--- config.mk ---
export PLATFORM = sky130hd
export DESIGN_NAME = qr_array_sched
export DESIGN_NICKNAME = d
export VERILOG_FILES = /design/src/rtl/qr_array_sched.sv
export SDC_FILE = /design/constraint.sdc
export NUM_CORES = 1
export LEC_CHECK = 0
export CAP_MARGIN = 20
export CORE_ASPECT_RATIO = 1.4
export CORE_MARGIN = 10
export CORE_UTILIZATION = 40
export CTS_CLUSTER_DIAMETER = 100
export DETAILED_ROUTE_END_ITERATION = 10
export PLACE_DENSITY = 0.58
export SLEW_MARGIN = 5
export SYNTH_ARGS = -nofsm -noshare
export SYNTH_HDL_FRONTEND = slang
export SYNTH_SLANG_ARGS = --single-unit
--- constraint.sdc ---
create_clock -name clk -period 2.7 [get_ports clk]
set_input_delay 0.54 -clock clk [delete_from_list [all_inputs] [get_ports clk]]
set_output_delay 0.54 -clock clk [all_outputs]
set_load 0.005 [all_outputs]
--- src/rtl/qr_array_sched.sv ---
// Issue scheduler for the systolic Givens-rotation QR array: buffers A row-major,
// then feeds the column inputs with diagonal skew, flush rows, a drain wait and a done pulse.
module qr_array_sched #(
    parameter int DATA_WIDTH   = 20,
    parameter int ROWS         = 4,
    parameter int COLS         = 3,
    parameter int DRAIN_CYCLES = 16
) (
    input  logic                       clk,
    input  logic                       rst_n,
    input  logic                       in_valid,
    output logic                       in_ready,
    input  logic [DATA_WIDTH-1:0]      in_data,
    input  logic                       stall,
    output logic [COLS-1:0]            arr_valid,
    output logic [COLS*DATA_WIDTH-1:0] arr_aij,
    output logic [COLS-1:0]            arr_propagate,
    output logic                       busy,
    output logic                       done
);

    localparam int T   = ROWS + COLS;
    localparam int L   = T + COLS - 1;
    localparam int N   = ROWS * COLS;
    localparam int KW  = $clog2(N);
    localparam int SW  = $clog2(L);
    localparam int DCW = $clog2(DRAIN_CYCLES);
    localparam int RW  = (ROWS > 1) ? $clog2(ROWS) : 1;
    localparam int CW  = (COLS > 1) ? $clog2(COLS) : 1;

    typedef enum logic [1:0] {S_LOAD, S_ISSUE, S_DRAIN, S_DONE} state_t;

    state_t                    r_state;
    logic [KW-1:0]             r_k;
    logic [RW-1:0]             r_wrow;
    logic [CW-1:0]             r_wcol;
    logic [SW-1:0]             r_s;
    logic [DCW-1:0]            r_d;
    logic [DATA_WIDTH-1:0]     r_buf [ROWS][COLS];
    logic [COLS-1:0]           r_arr_valid;
    logic [COLS-1:0]           r_arr_prop;
    logic [COLS*DATA_WIDTH-1:0] r_arr_aij;
    logic                      r_busy;
    logic                      r_done;

    logic [COLS-1:0]           w_slot_valid;
    logic [COLS-1:0]           w_slot_prop;
    logic [COLS*DATA_WIDTH-1:0] w_slot_aij;
    logic                      w_accept;

    assign in_ready      = rst_n && (r_state == S_LOAD);
    assign w_accept      = in_valid && in_ready;
    assign arr_valid     = r_arr_valid;
    assign arr_propagate = r_arr_prop;
    assign arr_aij       = r_arr_aij;
    assign busy          = r_busy;
    assign done          = r_done;

    // Column j sees data row r = s - j; rows ROWS..T-1 are the zero/propagate flush rows.
    for (genvar j = 0; j < COLS; j++) begin : g_col
        logic [SW:0]   w_s_ext;
        logic [RW-1:0] w_row;
        logic          w_lo;
        logic          w_in_data;
        logic          w_in_flush;

        assign w_s_ext = {1'b0, r_s};
        if (j == 0) begin : g_first
            assign w_lo = 1'b1;
        end else begin : g_other
            assign w_lo = (w_s_ext >= (SW+1)'(j));
        end
        assign w_in_data  = w_lo && (w_s_ext < (SW+1)'(j + ROWS));
        assign w_in_flush = (w_s_ext >= (SW+1)'(j + ROWS)) && (w_s_ext < (SW+1)'(j + T));
        assign w_row      = RW'(r_s - SW'(j));

        assign w_slot_valid[j] = w_in_data || w_in_flush;
        assign w_slot_prop[j]  = w_in_flush;
        assign w_slot_aij[j*DATA_WIDTH +: DATA_WIDTH] =
            w_in_data ? r_buf[w_row][j] : '0;
    end

    always_ff @(posedge clk) begin
        if (w_accept) begin
            r_buf[r_wrow][r_wcol] <= in_data;
        end
    end

    always_ff @(posedge clk or negedge rst_n) begin
        if (!rst_n) begin
            r_state     <= S_LOAD;
            r_k         <= '0;
            r_wrow      <= '0;
            r_wcol      <= '0;
            r_s         <= '0;
            r_d         <= '0;
            r_arr_valid <= '0;
            r_arr_prop  <= '0;
            r_arr_aij   <= '0;
            r_busy      <= 1'b0;
            r_done      <= 1'b0;
        end else begin
            r_arr_valid <= '0;
            r_arr_prop  <= '0;
            r_arr_aij   <= '0;
            r_done      <= 1'b0;
            case (r_state)
                S_LOAD: begin
                    if (w_accept) begin
                        if (r_k == KW'(N - 1)) begin
                            r_state <= S_ISSUE;
                            r_busy  <= 1'b1;
                            r_k     <= '0;
                            r_wrow  <= '0;
                            r_wcol  <= '0;
                            r_s     <= '0;
                        end else begin
                            r_k <= r_k + 1'b1;
                            if (r_wcol == CW'(COLS - 1)) begin
                                r_wcol <= '0;
                                r_wrow <= r_wrow + 1'b1;
                            end else begin
                                r_wcol <= r_wcol + 1'b1;
                            end
                        end
                    end
                end
                S_ISSUE: begin
                    if (!stall) begin
                        r_arr_valid <= w_slot_valid;
                        r_arr_prop  <= w_slot_prop;
                        r_arr_aij   <= w_slot_aij;
                        if (r_s == SW'(L - 1)) begin
                            r_state <= S_DRAIN;
                            r_s     <= '0;
                            r_d     <= '0;
                        end else begin
                            r_s <= r_s + 1'b1;
                        end
                    end
                end
                S_DRAIN: begin
                    if (!stall) begin
                        if (r_d == DCW'(DRAIN_CYCLES - 1)) begin
                            r_state <= S_DONE;
                            r_done  <= 1'b1;
                            r_d     <= '0;
                        end else begin
                            r_d <= r_d + 1'b1;
                        end
                    end
                end
                default: begin
                    r_state <= S_LOAD;
                    r_busy  <= 1'b0;
                end
            endcase
        end
    end

endmodule
==> run metrics, run 1 <==
CTS tree yes; CTS buffer count 34; CORE AREA 0.0298 sq mm; ys flop type edfxtp_1; area grow syn2layout 22.2%; Slew HR 53.8%; Starting Density 40.3%; syn nets 637; 1st-iter DRT viols 433; Syn. warnings 0; Final Worst Setup Slack 0.142 ns; die area 0.0375 sq mm; outcome completed; Yosys reg bits 326; RD Place Congestion 0.778; reg2reg setup slack 0.61 ns; drt via density 5.10; input/output buffers 92; Period Utilization, post-route 94.7%; CP Class in -> out; Global Route Usage Sum 13.1%; first-pass GRT wire length 38000 microns; Post-Place Setup Slack 0.210 ns; largest net degree at the start of global routing 53; residual DRC count 0; drt wl/cell 21.3 microns; Final min period 2.56 ns; HPWL Detailed 16200 microns; Async S/R FF share, synth 26.4%; Seq/Total Area, Yosys 77.8%; Remaining Overflow, GRT 0; Final Skew 0.0229 ns; reg2reg start r_s[0]$_DFFE_PN0P_; Hold Crit Class in -> async; Lkg Pwr 5.22 nW; final setup vio count 0; via count 5815; Clock Root Buffer clkbuf_16; Post-synth EDFFs 240; critical path endpoint category output pin; CTS clock-pin slew for the worst setup and hold paths 0.06 ns; VDD IR-drop max 0.415 mV; Worst EP required 2.16 ns; Placement Rows 75; CTS sink count 326; post-route ant nets 0; Cell variety after synth 39; RSZ-0062 raised after global routing no; most frequent cells after synthesis edfxtp_1, dfrtp_1, mux4_2; Inserted Diodes 0; reg2reg end r_d[2]$_DFFE_PN0P_; initial antenna violation count 0; clk_lat worst skew 0.52 ns; die width 167 microns; fmax 391 MHz; Final Hold Viols 0; post-synthesis instance total 600; top cells by area, synth edfxtp_1, dfrtp_1, mux4_2; most numerous cell in the Yosys netlist edfxtp_1; Yosys top cell by area edfxtp_1; Fin Setup TNS 0 ns; H-tree depth 2; Startpoint Class input port; Post-layout nets 768; CTS Buffer Depth 3; IO Pins 93; max cap viols 0; Crit Path Max Fanout 24; Slew Limit Fails 0; die height 225 microns; Yosys top cell area share 59.9%; Synth Cell Area 0.0120 sq mm; PwrDens 865 mW/mm^2; Worst-Margin Slew 0.693 ns; final core occ 49.3%; Avg Cell Area, Syn 20.1 sq um; share of cells above drive strength 1 19.3%; vias in the first global route 6521; r2r worst-path depth 6; critical path arrival 2.02 ns; WL final 24300 microns; DR pass1 iterations 5
[how the worst max path moves through the flow]
stage,start,end,slack (ns),cells after the start
finish,rst_n,in_ready,0.14,4
global route,rst_n,in_ready,0.06,4
CTS,rst_n,in_ready,0.02,4
detailed placement,in_valid,r_buf[1][50]$_DFFE_PP_,0.21,6
global placement,in_valid,r_buf[1][50]$_DFFE_PP_,0.20,6
floorplan,r_state[0]$_DFFE_PN0P_,r_buf[0][0]$_DFFE_PP_,0.43,6
[power by group]
part | internal, W | total (W) | switching [W] | leakage, nW
clock | 0.00248 | 0.00428 | 0.00180 | 0.511
combinational | 0.00126 | 0.00253 | 0.00126 | 1.38
sequential | 0.00571 | 0.00591 | 0.000198 | 3.33
total | 0.00945 | 0.0127 | 0.00327 | 5.22
[cells by family (layout without fill, tap and decap cells)]
family | Yosys count | in the layout | synth area share [%]
XOR/XNOR | 1 | 1 | 0.0728
multiplexers | 63 | 63 | 11.5
adder cells (fa/ha/maj) | 13 | 13 | 1.35
AO/OA/AOI/OAI | 34 | 34 | 1.95
buffers and inverters | 33 | 189 | 1.12
AND/OR/NAND/NOR | 130 | 130 | 6.23
flip-flops | 326 | 326 | 77.8
[layer usage]
layer / up-vias / GRT usage [%] / part of all wire (%)
met4: 0 / 5.14 / 2.9
met1: 3034 / 14.5 / 38
met5: - / 0 / 0
li1: 2599 / - / -
met2: 142 / 24.1 / 55
met3: 40 / 2.62 / 4.0
[flip-flops by register name, indices dropped and copies added, names as in the netlist]
register       cells
arr_aij           60
arr_propagate      3
arr_valid          3
busy               1
done               1
r_buf            240
r_d                4
r_k                4
r_s                4
r_state            2
r_wcol             2
r_wrow             2
[cell usage in the layout, fill, tap and decap left out, types with 12 or more instances in the layout]
master           instances
edfxtp_1               240
clkdlybuf4s50_1         91
dfrtp_1                 84
mux4_2                  60
nor2b_1                 40
clkbuf_16               35
and3_1                  22
nand2_1                 20
buf_4                   18
and2_1                  13
o21ai_0                 13
nand3_1                 12
ha_1                    12
[layout make-up]
| cell class | instances | area, sq um |
|---|---|---|
| Fill cell | 2455 | 15100 |
| Clock inverter | 18 | 88.8 |
| Timing Repair Buffer | 120 | 1250 |
| Tap cell | 385 | 482 |
| Clock buffer | 43 | 946 |
| Sequential cell | 326 | 9360 |
| Inverter | 8 | 30.0 |
| Multi-Input combinational cell | 241 | 2540 |
[per-stage QoR]
step	instances	hold WS [ns]	area [sq um]	total power (W)
2_1_floorplan	600	0.244	12000	0.00759
3_3_place_gp	1079	0.451	13600	0.00850
3_5_place_dp	1079	0.463	13600	0.00858
4_1_cts	1141	0.509	14700	0.0129
5_1_grt	1141	0.503	14700	0.0133
6_report	1141	0.490	14700	0.0127
[timing repair]
item                       4_1_cts  5_1_grt
hold buffers                     1        0
hold endpoints to repair        17        0
resized for setup                0        2
buffers inserted                 0        0
setup endpoints to repair        0        1
[critical path, cell delays in order]
cell	delay, ns
dlygate4sd3_1	0.57
buf_6	0.25
and2_1	0.16
clkdlybuf4s50_1	0.49
Note: power is estimated with default switching activity, not from simulation.
==> inputs of run 2 (changes only) <==
--- a/config.mk
+++ b/config.mk
@@ -5,13 +5,15 @@
 export SDC_FILE = /design/constraint.sdc
 export NUM_CORES = 1
 export LEC_CHECK = 0
-export CAP_MARGIN = 20
+export CAP_MARGIN = 10
+export CELL_PAD_IN_SITES_DETAIL_PLACEMENT = 1
+export CELL_PAD_IN_SITES_GLOBAL_PLACEMENT = 1
 export CORE_ASPECT_RATIO = 1.4
 export CORE_MARGIN = 10
 export CORE_UTILIZATION = 40
 export CTS_CLUSTER_DIAMETER = 100
 export DETAILED_ROUTE_END_ITERATION = 10
-export PLACE_DENSITY = 0.58
+export PLACE_DENSITY = 0.68
 export SLEW_MARGIN = 5
 export SYNTH_ARGS = -nofsm -noshare
 export SYNTH_HDL_FRONTEND = slang
==> constraint.sdc (replaced) <==
create_clock -name clk -period 2.35 [get_ports clk]
set_input_delay 0.47 -clock clk [delete_from_list [all_inputs] [get_ports clk]]
set_output_delay 0.47 -clock clk [all_outputs]
set_load 0.005 [all_outputs]
==> run 2 against run 1 <==
  * Worst setup slack improved by 0.077 ns
  * Non-clock buffer count increased by 3
  * Global-route usage increased by 1.1 points
  * Via count increased by 0.74%
  * Sequential cell count unchanged
  * Sequential power increased by 15%
  * Register-to-register slack got worse by 0.39 ns
  * Combinational power increased by 19%
  * Clock power increased by 25%
  * Sequential share of layout area decreased by 0.73 points
  * Critical endpoint is now arr_aij[7]$_DFF_PN0_
==> run metrics, run 2 (same netlist as run 1, synthesis figures left out) <==
outcome completed; Post-layout nets 767 (-0.13%); fmax 469 MHz; CP Class reg -> reg; Final Skew 0.0184 ns (-0.00451 ns); Worst-Margin Slew 0.674 ns (-0.0191 ns); HPWL Detailed 17500 microns (+8.0%); input/output buffers 92 (unchanged); Remaining Overflow, GRT 0 (unchanged); commonest non-fill, non-tap cell in the layout edfxtp_1; Crit Path Max Fanout 20 (-17%); Fin Setup TNS 0 ns (unchanged); Starting Density 40.3% (unchanged); max cap viols 0 (unchanged); CTS tree yes; Slew HR 55.1% (+1.3 points); worst hold slack 0.276 ns (-0.214 ns); largest reg by FF count r_buf; vias in the first global route 6687 (+2.5%); IO Pins 93 (unchanged); CTS buffer count 30 (-12%); largest incremental delay on the critical path 0.68 ns (+0.11 ns); residual DRC count 0 (unchanged); commonest cells after routing, fill and taps aside edfxtp_1, clkdlybuf4s50_1, dfrtp_1; Hold Crit Class in -> async; Clock Root Buffer clkbuf_16; critical path endpoint category flop; Filler Cell Count 2712 (+10%); CTS clock-pin slew for the worst setup and hold paths 0.06 ns (about the same); first-pass GRT wire length 41400 microns (+8.9%); Worst EP required 2.83 ns (+0.67 ns); 1st-iter DRT viols 370 (-15%); VDD IR-drop max 0.556 mV (+34%); reg2reg end arr_aij[7]$_DFF_PN0_; CTS sink count 326 (unchanged); crit-path cells inv_2 -> ha_1 -> nand2b_1 -> or3_2 -> nor2b_1; Lkg Pwr 5.29 nW (+1.2%); reg2reg setup slack 0.22 ns (-0.39 ns); number of flip-flops under the largest register name 240 (unchanged); Period Utilization, post-route 90.7%; area grow syn2layout 23.6%; initial antenna violation count 0 (unchanged); share of cells above drive strength 1 20.6% (+1.2 points); largest net degree at the start of global routing 46 (-13%); Slew Limit Fails 0 (unchanged); crit path from r_state[1]$_DFFE_PN0P_; die height 225 microns (unchanged); WL final 26300 microns (+8.2%); DR pass1 iterations 4 (-1); clk_lat worst skew 0.56 ns (+0.04 ns); CTS Buffer Depth 3 (unchanged); Final Hold Viols 0 (unchanged); drt wl/cell 23.1 microns (+8.4%); die area 0.0375 sq mm (unchanged); die width 167 microns (unchanged); post-route ant nets 0 (unchanged); H-tree depth 1 (-1); via count 5858 (+0.74%); Inserted Diodes 0 (unchanged); CP endpoint arr_aij[7]$_DFF_PN0_; reg2reg start r_state[1]$_DFFE_PN0P_; Final min period 2.13 ns; r2r worst-path depth 5 (-1); CP max-delay cell or3_2; final setup vio count 0 (unchanged); CORE AREA 0.0298 sq mm (unchanged); Startpoint Class flop; Placement Rows 75 (unchanged); RSZ-0062 raised after global routing no; RD Place Congestion 0.748 (-3.8%); PwrDens 1020 mW/mm^2 (+18%); Global Route Usage Sum 14.2% (+1.1 points); drt via density 5.14 (+0.92%); critical path arrival 2.61 ns (+0.59 ns)
-- run 2: changes by cell type in the layout (fill, tap and decap cells not counted), moves of 3 or more --
cell,delta
bufinv_16,+6
clkinv_1,-6
clkinv_2,-3
buf_12,+4
clkbuf_1,-3
clkinvlp_4,+3
-- run 2: what timing repair did --
| action | in CTS | in global routing |
|---|---|---|
| hold endpoints to repair | 13 | 0 |
| hold buffers | 1 | 0 |
| buffers inserted | 1 | 0 |
| gates resized for setup | 4 | 1 |
| endpoints found under the setup margin | 1 | 1 |
| pin swaps | 1 | 0 |
-- run 2: final cells by class --
| type | instances | area, sq um | area share (%) |
|---|---|---|---|
| clock buffers | 36 | 857 | 5.76 |
| clock inverters | 20 | 268 | 1.80 |
| inverters | 8 | 30.0 | 0.202 |
| multi-input cells | 241 | 2550 | 17.2 |
| flip-flops and latches | 326 | 9360 | 63.0 |
| well taps | 385 | 482 | 3.24 |
| repair buffers | 123 | 1320 | 8.87 |
-- run 2: power breakdown --
group	total, W	leakage, nW	switching (W)	internal, W
clock network	0.00536	0.536	0.00210	0.00326
logic	0.00302	1.42	0.00153	0.00149
registers	0.00677	3.33	0.000214	0.00656
total	0.0152	5.29	0.00385	0.0113
-- run 2: stage by stage --
step           total power [W]  utilization, %  instance area, sq um  cells  setup slack (ns)
2_1_floorplan          0.00872               -                 12000    600            0.0833
3_3_place_gp           0.00979            46.0                 13700   1081             0.108
3_5_place_dp           0.00992            46.0                 13700   1081            0.0965
4_1_cts                 0.0154            49.8                 14900   1139            0.0253
5_1_grt                 0.0158            49.8                 14900   1139           0.00703
6_report                0.0152            49.8                 14900   1139             0.219
-- run 2: worst max-delay path: cells and delay by family, from the launching register on --
family,cells,cell delay (ns)
AND/OR/NAND/NOR,3,1.11
flip-flops,1,0.42
adder cells (fa/ha/maj),1,0.40
buffers and inverters,1,0.11
-- run 2: how the worst min path moves through the flow --
stage | startpoint | to | slack [ns] | cells after the start
floorplan | rst_n | arr_aij[0]$_DFF_PN0_ | 0.17 | 0
global placement | rst_n | arr_aij[21]$_DFF_PN0_ | 0.31 | 1
detailed placement | rst_n | arr_aij[21]$_DFF_PN0_ | 0.31 | 1
CTS | rst_n | arr_aij[21]$_DFF_PN0_ | 0.25 | 2
global route | rst_n | arr_aij[21]$_DFF_PN0_ | 0.28 | 2
finish | rst_n | arr_aij[21]$_DFF_PN0_ | 0.28 | 2
-- run 2: routing by layer --
| metal | up-vias | GRT usage, % | part of all wire (%) |
|---|---|---|---|
| met4 | 0 | 4.51 | 2.0 |
| met1 | 3110 | 15.9 | 38 |
| met5 | - | 0 | 0 |
| met3 | 26 | 2.29 | 4.2 |
| met2 | 129 | 26.7 | 56 |
| li1 | 2593 | - | - |
